**config.mk**
```make
export PLATFORM = sky130hd
export DESIGN_NAME = route_arbiter
export DESIGN_NICKNAME = d
export VERILOG_FILES = /design/src/rtl/router_pkg.sv /design/src/rtl/rr_arbiter3.sv /design/src/rtl/route_arbiter.sv
export SDC_FILE = /design/constraint.sdc
export NUM_CORES = 1
export LEC_CHECK = 0
export ABC_CLOCK_PERIOD_IN_PS = 6300
export CAP_MARGIN = 20
export CORE_ASPECT_RATIO = 0.9
export CORE_MARGIN = 3
export CORE_UTILIZATION = 40
export DETAILED_ROUTE_END_ITERATION = 8
export GPL_ROUTABILITY_DRIVEN = 0
export PLACE_DENSITY = 0.91
export SLEW_MARGIN = 20
export SYNTH_ARGS = -nofsm -noshare
export SYNTH_HDL_FRONTEND = slang
export SYNTH_SLANG_ARGS = --single-unit
```
**constraint.sdc**
```tcl
create_clock -name clk -period 6.3 [get_ports clk]
set_input_delay 0.63 -clock clk [delete_from_list [all_inputs] [get_ports clk]]
set_output_delay 0.63 -clock clk [all_outputs]
set_load 0.02 [all_outputs]
```
**src/rtl/router_pkg.sv**
```systemverilog
// Shared flit layout, port codes and routing helpers for the router allocation stage.
package router_pkg;

  localparam int unsigned FLIT_W   = 40;
  localparam int unsigned HEAD_BIT = 39;
  localparam int unsigned TAIL_BIT = 38;
  localparam int unsigned DX_MSB   = 37;
  localparam int unsigned DX_LSB   = 34;
  localparam int unsigned DY_MSB   = 33;
  localparam int unsigned DY_LSB   = 30;

  localparam logic [1:0] PORT_NONE  = 2'b00;
  localparam logic [1:0] PORT_X     = 2'b01;
  localparam logic [1:0] PORT_Y     = 2'b10;
  localparam logic [1:0] PORT_LOCAL = 2'b11;

  typedef enum logic {StIdle, StBusy} out_state_e;

  // Dimension-ordered routing: resolve x first, then y, else eject locally.
  function automatic logic [1:0] xy_route(input logic [3:0] dx, input logic [3:0] dy,
                                          input logic [3:0] my_x, input logic [3:0] my_y);
    if (dx != my_x) return PORT_X;
    else if (dy != my_y) return PORT_Y;
    else return PORT_LOCAL;
  endfunction

  // Next index in the x -> y -> local -> x rotation.
  function automatic logic [1:0] rr_next(input logic [1:0] idx);
    return (idx == 2'd2) ? 2'd0 : idx + 2'd1;
  endfunction

endpackage

```
**src/rtl/rr_arbiter3.sv**
```systemverilog
// Three-way round-robin arbiter; pointer moves past the winner when advance_i is set.
module rr_arbiter3
  import router_pkg::*;
(
  input  logic       clk_i,
  input  logic       rst_ni,
  input  logic [2:0] req_i,
  input  logic       advance_i,
  output logic [2:0] grant_o
);

  logic [1:0] ptr_q, ptr_d;
  logic [1:0] sel;
  logic       found;

  always_comb begin
    grant_o = '0;
    ptr_d   = ptr_q;
    found   = 1'b0;
    sel     = ptr_q;
    for (int k = 0; k < 3; k++) begin
      if (!found && req_i[sel]) begin
        grant_o[sel] = 1'b1;
        found        = 1'b1;
        ptr_d        = rr_next(sel);
      end
      sel = rr_next(sel);
    end
    if (!advance_i) ptr_d = ptr_q;
  end

  always_ff @(posedge clk_i or negedge rst_ni) begin
    if (!rst_ni) ptr_q <= 2'd0;
    else         ptr_q <= ptr_d;
  end

endmodule

```
**src/rtl/route_arbiter.sv**
```systemverilog
// XY-routed, wormhole-locked round-robin allocator driving crossbar selects and FIFO pops.
module route_arbiter
  import router_pkg::*;
#(
  parameter logic [3:0] MY_X = 4'd0,
  parameter logic [3:0] MY_Y = 4'd0
) (
  input  logic              clk,
  input  logic              rst_n,
  input  logic [FLIT_W-1:0] din_x,
  input  logic [FLIT_W-1:0] din_y,
  input  logic [FLIT_W-1:0] din_local,
  input  logic              empty_x,
  input  logic              empty_y,
  input  logic              empty_local,
  input  logic              ready_x,
  input  logic              ready_y,
  input  logic              ready_local,
  output logic [1:0]        control_x,
  output logic [1:0]        control_y,
  output logic [1:0]        control_local,
  output logic              pop_x,
  output logic              pop_y,
  output logic              pop_local,
  output logic              drop_err
);

  // Index 0 = x, 1 = y, 2 = local, for both inputs and outputs.
  logic [FLIT_W-1:0] din [3];
  logic [2:0]        empty, ready;

  assign din[0] = din_x;
  assign din[1] = din_y;
  assign din[2] = din_local;
  assign empty  = {empty_local, empty_y, empty_x};
  assign ready  = {ready_local, ready_y, ready_x};

  out_state_e st_q [3], st_d [3];
  logic [1:0] owner_q [3], owner_d [3];
  logic [1:0] out_port_q [3], out_port_d [3];
  logic [2:0] locked_q, locked_d;

  logic [1:0] route [3];
  logic [1:0] dest;
  logic [2:0] req [3];
  logic [2:0] grant [3];
  logic [1:0] ctrl [3];
  logic [2:0] pop;
  logic [1:0] src;
  logic       drop;

  always_comb begin
    dest = 2'd0;
    for (int o = 0; o < 3; o++) req[o] = '0;
    for (int i = 0; i < 3; i++) begin
      route[i] = xy_route(din[i][DX_MSB:DX_LSB], din[i][DY_MSB:DY_LSB], MY_X, MY_Y);
      dest     = route[i] - 2'd1;
      if (!empty[i] && !locked_q[i] && din[i][HEAD_BIT]) begin
        for (int o = 0; o < 3; o++) begin
          if (dest == 2'(o) && st_q[o] == StIdle) req[o][i] = 1'b1;
        end
      end
    end
  end

  for (genvar g = 0; g < 3; g++) begin : gen_arb
    rr_arbiter3 u_arb (
      .clk_i     (clk),
      .rst_ni    (rst_n),
      .req_i     (req[g]),
      .advance_i (st_q[g] == StIdle),
      .grant_o   (grant[g])
    );
  end

  always_comb begin
    st_d       = st_q;
    owner_d    = owner_q;
    out_port_d = out_port_q;
    locked_d   = locked_q;
    ctrl       = '{default: PORT_NONE};
    pop        = '0;
    drop       = 1'b0;
    src        = 2'd0;
    for (int o = 0; o < 3; o++) begin
      if (st_q[o] == StIdle) begin
        for (int i = 0; i < 3; i++) begin
          if (grant[o][i]) begin
            st_d[o]       = StBusy;
            owner_d[o]    = 2'(i);
            locked_d[i]   = 1'b1;
            out_port_d[i] = 2'(o);
          end
        end
      end else begin
        src = owner_q[o];
        if (!empty[src] && ready[o]) begin
          ctrl[o]  = src + 2'd1;
          pop[src] = 1'b1;
          if (din[src][TAIL_BIT]) begin
            st_d[out_port_q[src]] = StIdle;
            locked_d[src]         = 1'b0;
          end
        end
      end
    end
    // Unlocked non-head flits belong to no packet: discard them.
    for (int i = 0; i < 3; i++) begin
      if (!locked_q[i] && !empty[i] && !din[i][HEAD_BIT]) begin
        pop[i] = 1'b1;
        drop   = 1'b1;
      end
    end
  end

  always_ff @(posedge clk or negedge rst_n) begin
    if (!rst_n) begin
      for (int k = 0; k < 3; k++) begin
        st_q[k]       <= StIdle;
        owner_q[k]    <= 2'd0;
        out_port_q[k] <= 2'd0;
      end
      locked_q <= '0;
    end else begin
      st_q       <= st_d;
      owner_q    <= owner_d;
      out_port_q <= out_port_d;
      locked_q   <= locked_d;
    end
  end

  // Outputs are forced idle while reset is held.
  assign control_x     = rst_n ? ctrl[0] : PORT_NONE;
  assign control_y     = rst_n ? ctrl[1] : PORT_NONE;
  assign control_local = rst_n ? ctrl[2] : PORT_NONE;
  assign pop_x         = rst_n & pop[0];
  assign pop_y         = rst_n & pop[1];
  assign pop_local     = rst_n & pop[2];
  assign drop_err      = rst_n & drop;

  logic unused_payload;
  assign unused_payload = ^{din[0][29:0], din[1][29:0], din[2][29:0]};

endmodule

```
# Yosys cells after proc, flatten, opt, wreduce, memory -nomap -nowiden
# Index checks and enable logic that the tools add are counted.
[classes] addsub=15 bitwise_logic=33 eq_ne=15 order_cmp=33 n_reduce_logical=81 n_mux=211
[ops] cell="binary-select mux 40 bit (select 2 bit)" n=3
[ops] cell="two-way mux 39 bit" n=6
[ops] cell="two-way mux 2 bit" n=56
[ops] cell="two-way mux 3 bit" n=30
[ops] cell="two-way mux 1 bit" n=83
[ops] cell="logical AND 1 bit" n=42
[ops] cell="< comparator 2 x 3 -> 1 bit, second input constant" n=12
[ops] cell="demux 1 bit (select 2 bit)" n=15
[ops] cell="adder 2 x 1 -> 2 bit, second input constant" n=12
[ops] cell="binary-select mux 1 bit (select 2 bit)" n=12
[ops] cell="== test 2 bit, second input constant" n=12
[ops] cell=">= comparator 2 x 1 -> 1 bit, second input constant" n=12
[ops] cell="OR 3 bit" n=8
[ops] cell="nonzero test 4 bit" n=6
[ops] cell="AND 3 bit" n=6
[ops] cell=">= comparator 3 bit, second input constant" n=6
[ops] cell="zero test 1 bit" n=18
[ops] cell="two-way mux 6 bit" n=3
[ops] cell="inverter 2 -> 3 bit" n=6
[ops] cell="inverter 3 bit" n=6
[ops] cell="nonzero test 3 bit" n=6
[ops] cell="binary-select mux 2 bit (select 2 bit)" n=3
[ops] cell="AND reduction 2 bit" n=6
[ops] cell="< comparator 3 x 1 -> 1 bit, second input constant" n=3
[ops] cell="other kinds (5)" n=16
[totals] regBits=24 out_inout_bits=10 input_bits=128 wordCells=401

# Logic depth before layout (Yosys ltp)
# Gate-level depths: netlist of run 1.
[depth] ltp_word=29 ltp_mapped=7 mapped_depth_nobuf=6

# Cells and area by module
# From an unflattened synthesis of run 1, not the netlist that was laid out.
[unflattened] cells_unflattened=285 hier_area_um2=2168.3
[by_module_without_submodules] module="route_arbiter" n_inst=1 cells_each=214 seq_area_each_um2=450.4 area_each_um2=1619.1
[by_module_without_submodules] module="rr_arbiter3 at gen_arb[0].u_arb ..." n_inst=2 cells_each=25 seq_area_each_um2=50.0 area_each_um2=187.7
[by_module_without_submodules] module="rr_arbiter3 at gen_arb[2].u_arb" n_inst=1 cells_each=21 seq_area_each_um2=50.0 area_each_um2=173.9

# Worst setup path before layout of run 1
# No wires, ideal clock.
[synth_path] kind="reg-to-output" from="register owner_q[1] in the netlist's numbering" to="output port pop_local" path_buffers=1 arrival_time_ns=2.041 setup_slack_ns=3.629 required_ns=5.670 stages_incl_launch_ff=7 path_cell_list="dfrtp_1 -> clkbuf_1 -> mux2_2 -> a221o_1 -> nor2_1 -> a311oi_1 -> a21boi_0"
[synth_between] elab_chain_cells=9 elab_cells_between_ends=14 classes_between="order compare: 2; mux: 7; bitwise: 2; reduce/logical: 3"
[synth_lines] element="start: declaration" line="route_arbiter.sv:39" rtl="logic [1:0] owner_q [3], owner_d [3];"
[synth_lines] element="start signal: assignment" line="route_arbiter.sv:126" rtl="owner_q <= owner_d;"
[synth_lines] element="< comparator 2 x 3 -> 1 bit (not written as such) or >= comparator 2 x 1 -> 1 bit (tied branches)" line="route_arbiter.sv:99" rtl="pop[src] = 1'b1;"
[synth_lines] element="logical AND 1 bit (not written as such)" line="route_arbiter.sv:99"
[synth_lines] element="two-way mux 1 bit (not written as such)" line="route_arbiter.sv:99"
[synth_lines] element="demux 1 bit (select 2 bit)" line="route_arbiter.sv:99"
[synth_lines] element="OR 3 bit (no line)"
[synth_lines] element="two-way mux 3 bit (*)" line="route_arbiter.sv:97" rtl="if (!empty[src] && ready[o]) begin"
[synth_lines] element="two-way mux 3 bit (*)" line="route_arbiter.sv:86" rtl="if (st_q[o] == StIdle) begin"
[synth_lines] element="two-way mux 1 bit (*)" line="route_arbiter.sv:109" rtl="if (!locked_q[i] && !empty[i] && !din[i][HEAD_BIT]) begin"
[synth_lines] element="AND 1 bit (*)" line="route_arbiter.sv:138" rtl="assign pop_local = rst_n & pop[2];"
[synth_lines] element="end: declaration" line="route_arbiter.sv:24" rtl="output logic pop_local,"
# Every way passes the cells marked *; elsewhere a longest branch is shown, timed or not. The select of a mux whose other input is x is not followed.

# Worst setup path after layout of run 1
[layout_path] from="input port empty_local" to="output port pop_local"
[layout_between] elab_chain_cells=14 elab_cells_between_ends=25 classes_between="mux: 13; bitwise: 3; reduce/logical: 9"
[layout_lines] element="start: declaration" line="route_arbiter.sv:15" rtl="input logic empty_local,"
[layout_lines] element="binary-select mux 1 bit (select 2 bit)" line="route_arbiter.sv:97"
[layout_lines] element="two-way mux 1 bit (not written as such)" line="route_arbiter.sv:97"
[layout_lines] element="zero test 1 bit" line="route_arbiter.sv:97"
[layout_lines] element="logical AND 1 bit" line="route_arbiter.sv:97"
[layout_lines] element="two-way mux 3 bit" line="route_arbiter.sv:97"
[layout_lines] element="two-way mux 3 bit" line="route_arbiter.sv:86"
[layout_lines] element="OR 3 bit (no line)"
[layout_lines] element="two-way mux 3 bit" line="route_arbiter.sv:97"
[layout_lines] element="two-way mux 3 bit" line="route_arbiter.sv:86"
[layout_lines] element="OR 3 bit (no line)"
[layout_lines] element="two-way mux 3 bit" line="route_arbiter.sv:97"
[layout_lines] element="two-way mux 3 bit" line="route_arbiter.sv:86"
[layout_lines] element="two-way mux 1 bit (*)" line="route_arbiter.sv:109"
[layout_lines] element="AND 1 bit (*)" line="route_arbiter.sv:138"
# Marks and branches as above.

==> impl_metrics.yaml, run 1 <==
detailed_routing:
  wl_per_cell_um: 18.4
  ant_nets: 0
  route.detailed.drc: 0
  dr.pass1.iters: 5
  vias: 2457
  drt_iter0_markers: 383
  routed_wirelength_mm: 6.90
  via_per_inst: 6.57
placement:
  dp_hpwl_mm: 5.29
  portBuffers: 47
  post-place-ws_ns: 2.70
  dp.cells: 370
sta:
  fin_tns_setup_ns: 0
  fmax_ghz: 0.276
  period_share_pct: 57.6
  rsz0062_at_grt: "no"
  period_minus_slack_ns: 3.63
  setup_violations: 0
  fin_worst_skew_ns: 0.000840
  worst_pin_slew_ns: 0.950
  setup_ws_ns: 2.67
  max_slew_margin_pct: 35.8
  hold_viol: 0
  drv_slew: 0
pwr:
  p_total_mw: 0.762
  leakagePower_nw: 1.03
  power.density_nw_per_um2: 277
  vdd_drop_max_mv: 0.157
clock_tree:
  cts_buffer_depth: 2
  cts-resized-gates: 0
  cts_buffers: 3
  cts_tree: "done"
  cts_setup_buffers: 0
  root_buffer: "clkbuf_8"
  cts.sinks: 24
  path_clk_slew_ns: 0.09
  clk_latency_ns: 0.27
  cts_hold_buf: 0
  htreeDepth: 1
setup_path:
  endpoint: "pop_local"
  timing.rr.start: "locked_q[0]"
  cp-end-kind: "primary output"
  cp_max_fo: 6
  ff2ff_setup_slack_ns: 3.63
  timing.reg2reg.worst_path_depth: 4
  path_class: "input pin to primary output"
  rr_endpoint: "out_port_q[5]"
  cp-startpoint: "empty_local"
  start_kind: "input pin"
  cp.arrival_ns: 3.00
  critical_path_required_ns: 5.67
floorplanning:
  die_h_um: 76.0
  fp.coreArea_um2: 5040
  ios: 138
  initial_core_util_pct: 43.2
  die_w_um: 83.8
  dieArea_um2: 6370
  row_count: 24
yosys:
  synthCells: 271
  synth_ff_type: "dfrtp_1"
  ys_seq_area_share_pct: 27.6
  syn-num-nets: 408
  synth_cell_types: 54
  yosys_warnings: 0
  syn_area_um2: 2180
  synthArstFlopShare_pct: 100
  synth_edf_count: 0
  synth-seq-cells: 24
  syn_avg_cell_area_um2: 8.03
global_route:
  grt_pass1_vias: 2322
  antenna_found_initial: 0
  grt_pass1_wl_mm: 11.2
  grt_overflow: 0
  grt_max_degree: 33
  grt_usage_pct: 21.0
layout:
  mostFrequentLayoutCell: "clkdlybuf4s50_1"
  post-route-util_pct: 54.6
  fill_cells: 478
  final_cells: 374
  antenna_cells: 0
  area_growth_pct: 26.5
  drive_gt1_share_pct: 6.80
  final_cell_mix: "47 x clkdlybuf4s50_1, 24 x dfrtp_1, 22 x nand2_1"
  fin_nets: 447
outcome:
  status: "complete, no violations"
run:
  maxCapViolCount: 0
worst_hold_path:
  min_path_cells: 2
  holdCritPathClass: "flip-flop to flip-flop"
## critical path: stages
cell and delay [ns]:
clkdlybuf4s50_1 0.54, mux2_2 0.33, a221o_1 0.44, nor2_1 0.15
a311oi_1 0.05, a21boi_0 0.22, clkdlybuf4s50_1 0.63
## routing by layer
metal / global-route usage [%] / share of wire (%)
met4: 5.47 / 1.9
met2: 33.4 / 47
met1: 28.9 / 42
met3: 4.65 / 9.3
met5: 0 / 0
## cells by family (layout without fill, tap and decap cells)
logic type      Yosys count  in the layout  synth area share (%)
mux                      12             12                  5.69
simple gates            119            119                  31.1
flops                    24             24                  27.6
fa+ha+maj                 9              9                  5.17
buf+inv                  30             68                  5.23
compound gates           77             77                  25.2
## layout make-up
cell class / count / area [µm²] / area share [%]
Timing Repair Buffer: 48 / 478 / 17.4
Multi-Input combinational cell: 217 / 1460 / 53.1
Clock buffer: 3 / 41.3 / 1.50
Clock inverter: 1 / 30.0 / 1.09
Inverter: 16 / 60.1 / 2.18
Sequential cell: 24 / 601 / 21.8
Tap cell: 65 / 81.3 / 2.95
## state kept, by name, summed over array words and instances (netlist names)
name and flops:
gen_arb.u_arb.ptr_q 6, locked_q 3, out_port_q 6, owner_q 6
st_q 3
## stage by stage
stage | cell area [µm²] | hold WS (ns)
2_1_floorplan | 2180 | 0.334
3_3_place_gp | 2680 | 0.547
3_5_place_dp | 2680 | 0.556
4_1_cts | 2750 | 0.571
5_1_grt | 2750 | 0.604
6_report | 2750 | 0.571
## Yosys cell counts (2+ instances only)
cell / instances / share of area, %
a211o_1: 2 / 0.80
a211oi_1: 5 / 1.7
a21bo_2: 2 / 0.92
a21boi_0: 4 / 1.4
a21oi_1: 17 / 3.9
a22oi_1: 4 / 1.4
a31o_2: 2 / 0.80
a31oi_1: 4 / 1.1
a41o_1: 2 / 0.92
and3_1: 4 / 1.1
clkbuf_1: 12 / 2.1
dfrtp_1: 24 / 28
ha_1: 9 / 5.2
inv_1: 16 / 2.8
mux2_2: 3 / 1.6
mux2i_1: 9 / 4.1
nand2_1: 22 / 3.8
nand2b_1: 3 / 0.86
nand3_1: 15 / 3.4
nand3b_1: 2 / 0.69
nand4_1: 4 / 1.1
nand4b_1: 2 / 0.80
nor2_1: 18 / 3.1
nor2b_1: 5 / 1.4
nor3_1: 11 / 2.5
nor3b_1: 3 / 1.0
nor4_1: 8 / 2.3
nor4b_1: 4 / 1.6
o211ai_1: 2 / 0.69
o21ai_0: 12 / 2.8
o221ai_1: 2 / 0.80
o2bb2ai_1: 5 / 2.0
o311ai_0: 2 / 0.80
o32ai_1: 2 / 0.80
or3b_2: 3 / 1.2
or4_1: 8 / 2.8
or4_4: 2 / 1.0
## where the power goes
| group | switching, mW | total (mW) | internal, mW | leakage, nW |
|---|---|---|---|---|
| Sequential | 0.101 | 0.301 | 0.201 | 0.297 |
| Combinational | 0.170 | 0.322 | 0.152 | 0.695 |
| Clock | 0.0536 | 0.139 | 0.0850 | 0.0357 |
## worst min-delay path by stage
stage,start,end,slack (ns)
final,out_port_q[4],out_port_q[4],0.57
after global placement,out_port_q[4],out_port_q[4],0.55
after floorplan,rst_n,gen_arb[0].u_arb.ptr_q[0],0.33
after global routing,out_port_q[0],out_port_q[0],0.60
after detailed placement,out_port_q[4],out_port_q[4],0.56
after CTS,out_port_q[4],out_port_q[4],0.57
(Power assumes the default switching activity.)
==> run 2: changes to the inputs <==
Settings changed: ABC_CLOCK_PERIOD_IN_PS 6300 to 3500, CORE_UTILIZATION 40 to 37, PLACE_DENSITY 0.91 to 0.85.
Clock period 6.3 ns to 3.5 ns, I/O delays scaled along.
==> run 2 against run 1 <==
Compared with the run above: sequential power increased by 79%; worst setup slack lost 2.2 ns; largest cell class unchanged; register-to-register slack got worse by 2.5 ns; final cell count is 1.6% higher; clock-buffer cell count is the same; final area is 0.36% higher; highest routed layer unchanged; worst hold slack worse by 0.069 ns; critical endpoint is now pop_y; power rose by 69%; die area rose by 7.5%.
==> impl_metrics.yaml, run 2 (same netlist as run 1, synthesis figures left out) <==
outcome:
  status: "complete, no violations"
detailed_routing:
  drt_iter0_markers: 327
  vias: 2409
  wl_per_cell_um: 17.5
  ant_nets: 0
  dr.pass1.iters: 5
  via_per_inst: 6.34
  route.detailed.drc: 0
  routed_wirelength_mm: 6.65
floorplanning:
  ios: 138
  row_count: 25
  fp.coreArea_um2: 5470
  die_h_um: 78.8
  dieArea_um2: 6840
  initial_core_util_pct: 39.8
  die_w_um: 86.9
pwr:
  seqPwrFrac_pct: 41.8
  pwr-share-comb_pct: 45.1
  p_sw_share_pct: 44.5
  power.density_nw_per_um2: 467
  p_total_mw: 1.29
  power.share.clock_pct: 13.1
  power.internal_mw: 0.715
  vdd_drop_max_mv: 0.315
  leakagePower_nw: 1.04
  power.switching_mw: 0.574
clock_tree:
  cts_buffer_depth: 2
  clk_latency_ns: 0.28
  cts.sinks: 24
  htreeDepth: 1
  cts_setup_buffers: 0
  root_buffer: "clkbuf_8"
  cts_hold_buf: 0
  cts_tree: "done"
  cts_buffers: 3
  path_clk_slew_ns: 0.10
  cts-resized-gates: 0
sta:
  fin_worst_skew_ns: 0.0171
  hold_ws_ns: 0.503
  max_slew_margin_pct: 49.5
  period_minus_slack_ns: 3.06
  fin_tns_setup_ns: 0
  setup_violations: 0
  rsz0062_at_grt: "no"
  fmax_ghz: 0.327
  hold_viol: 0
  worst_pin_slew_ns: 0.747
  drv_slew: 0
  setup_ws_ns: 0.439
  period_share_pct: 87.5
layout:
  multiInputGateArea_um2: 1460
  antenna_cells: 0
  mostFrequentLayoutCell: "clkdlybuf4s50_1"
  fin_nets: 452
  top_regs: "gen_arb.u_arb.ptr_q (6), out_port_q (6), owner_q (6)"
  fill_cells: 495
  drive_gt1_share_pct: 7.99
  regArea_um2: 601
  final_cells: 380
  area_growth_pct: 27.0
  final_cell_mix: "47 x clkdlybuf4s50_1, 24 x dfrtp_1, 22 x nand2_1"
global_route:
  grt_pass1_vias: 2314
  grt_overflow: 0
  grt_pass1_wl_mm: 10.9
  antenna_found_initial: 0
  grt_max_degree: 19
  grt_usage_pct: 19.5
worst_hold_path:
  holdCritPathClass: "input pin to asynchronous set/reset pin"
placement:
  post-place-ws_ns: 0.470
  portBuffers: 47
  dp_hpwl_mm: 5.20
  dp.cells: 377
setup_path:
  critical_path_required_ns: 3.15
  start_kind: "input pin"
  cp_max_fo: 6
  cp.arrival_ns: 2.71
  path_class: "input pin to primary output"
  cp-end-kind: "primary output"
run:
  maxCapViolCount: 0
## run 2: path summary, 6_finish.rpt
path                                     from            end  cells past startpoint  slack (ns)
min in group clk                out_port_q[4]  out_port_q[4]                      2        0.56
max in group asynchronous               rst_n        st_q[0]                      2        2.27
worst min register to register  out_port_q[4]  out_port_q[4]                      2        0.56
worst min-delay path                    rst_n    locked_q[0]                      1        0.50
worst max-delay path                  empty_x          pop_y                      7        0.44
worst max register to register    locked_q[2]  out_port_q[5]                      5        1.13
## run 2: power by group through the flow
| stage | sequential (mW) | combinational (mW) | clock [mW] |
|---|---|---|---|
| 2_1_floorplan | 0.424 | 0.474 | 0 |
| 3_3_place_gp | 0.531 | 0.552 | 0 |
| 3_5_place_dp | 0.538 | 0.569 | 0 |
| 4_1_cts | 0.532 | 0.574 | 0.168 |
| 5_1_grt | 0.555 | 0.646 | 0.181 |
| 6_report | 0.539 | 0.582 | 0.169 |
## run 2: cell type report
class	count	share of cell area, %
Multi-Input combinational cell	217	52.9
Inverter	16	2.17
Clock buffer	3	1.49
Tap cell	67	3.03
Timing Repair Buffer	53	18.7
Sequential cell	24	21.7
## run 2: metal layers
layer / vias to the layer above / share of wire, % / track usage, %
met2: 125 / 47 / 31.8
met3: 8 / 11 / 5.60
li1: 1130 / - / -
met4: 0 / 1.1 / 4.21
met1: 1146 / 41 / 25.6
met5: - / 0 / 0
## run 2: critical path: stages
cell and delay [ns]:
clkdlybuf4s50_1 0.53, mux2_2 0.32, a221o_1 0.44, nor2_1 0.15, a211oi_1 0.06, a21boi_0 0.23
clkdlybuf4s50_1 0.64
## run 2: per-stage QoR
stage | cell area [µm²] | util, %
floorplan | 2180 | -
global placement | 2720 | 49.7
detailed placement | 2720 | 49.7
CTS | 2760 | 50.5
global route | 2760 | 50.5
finish | 2760 | 50.5
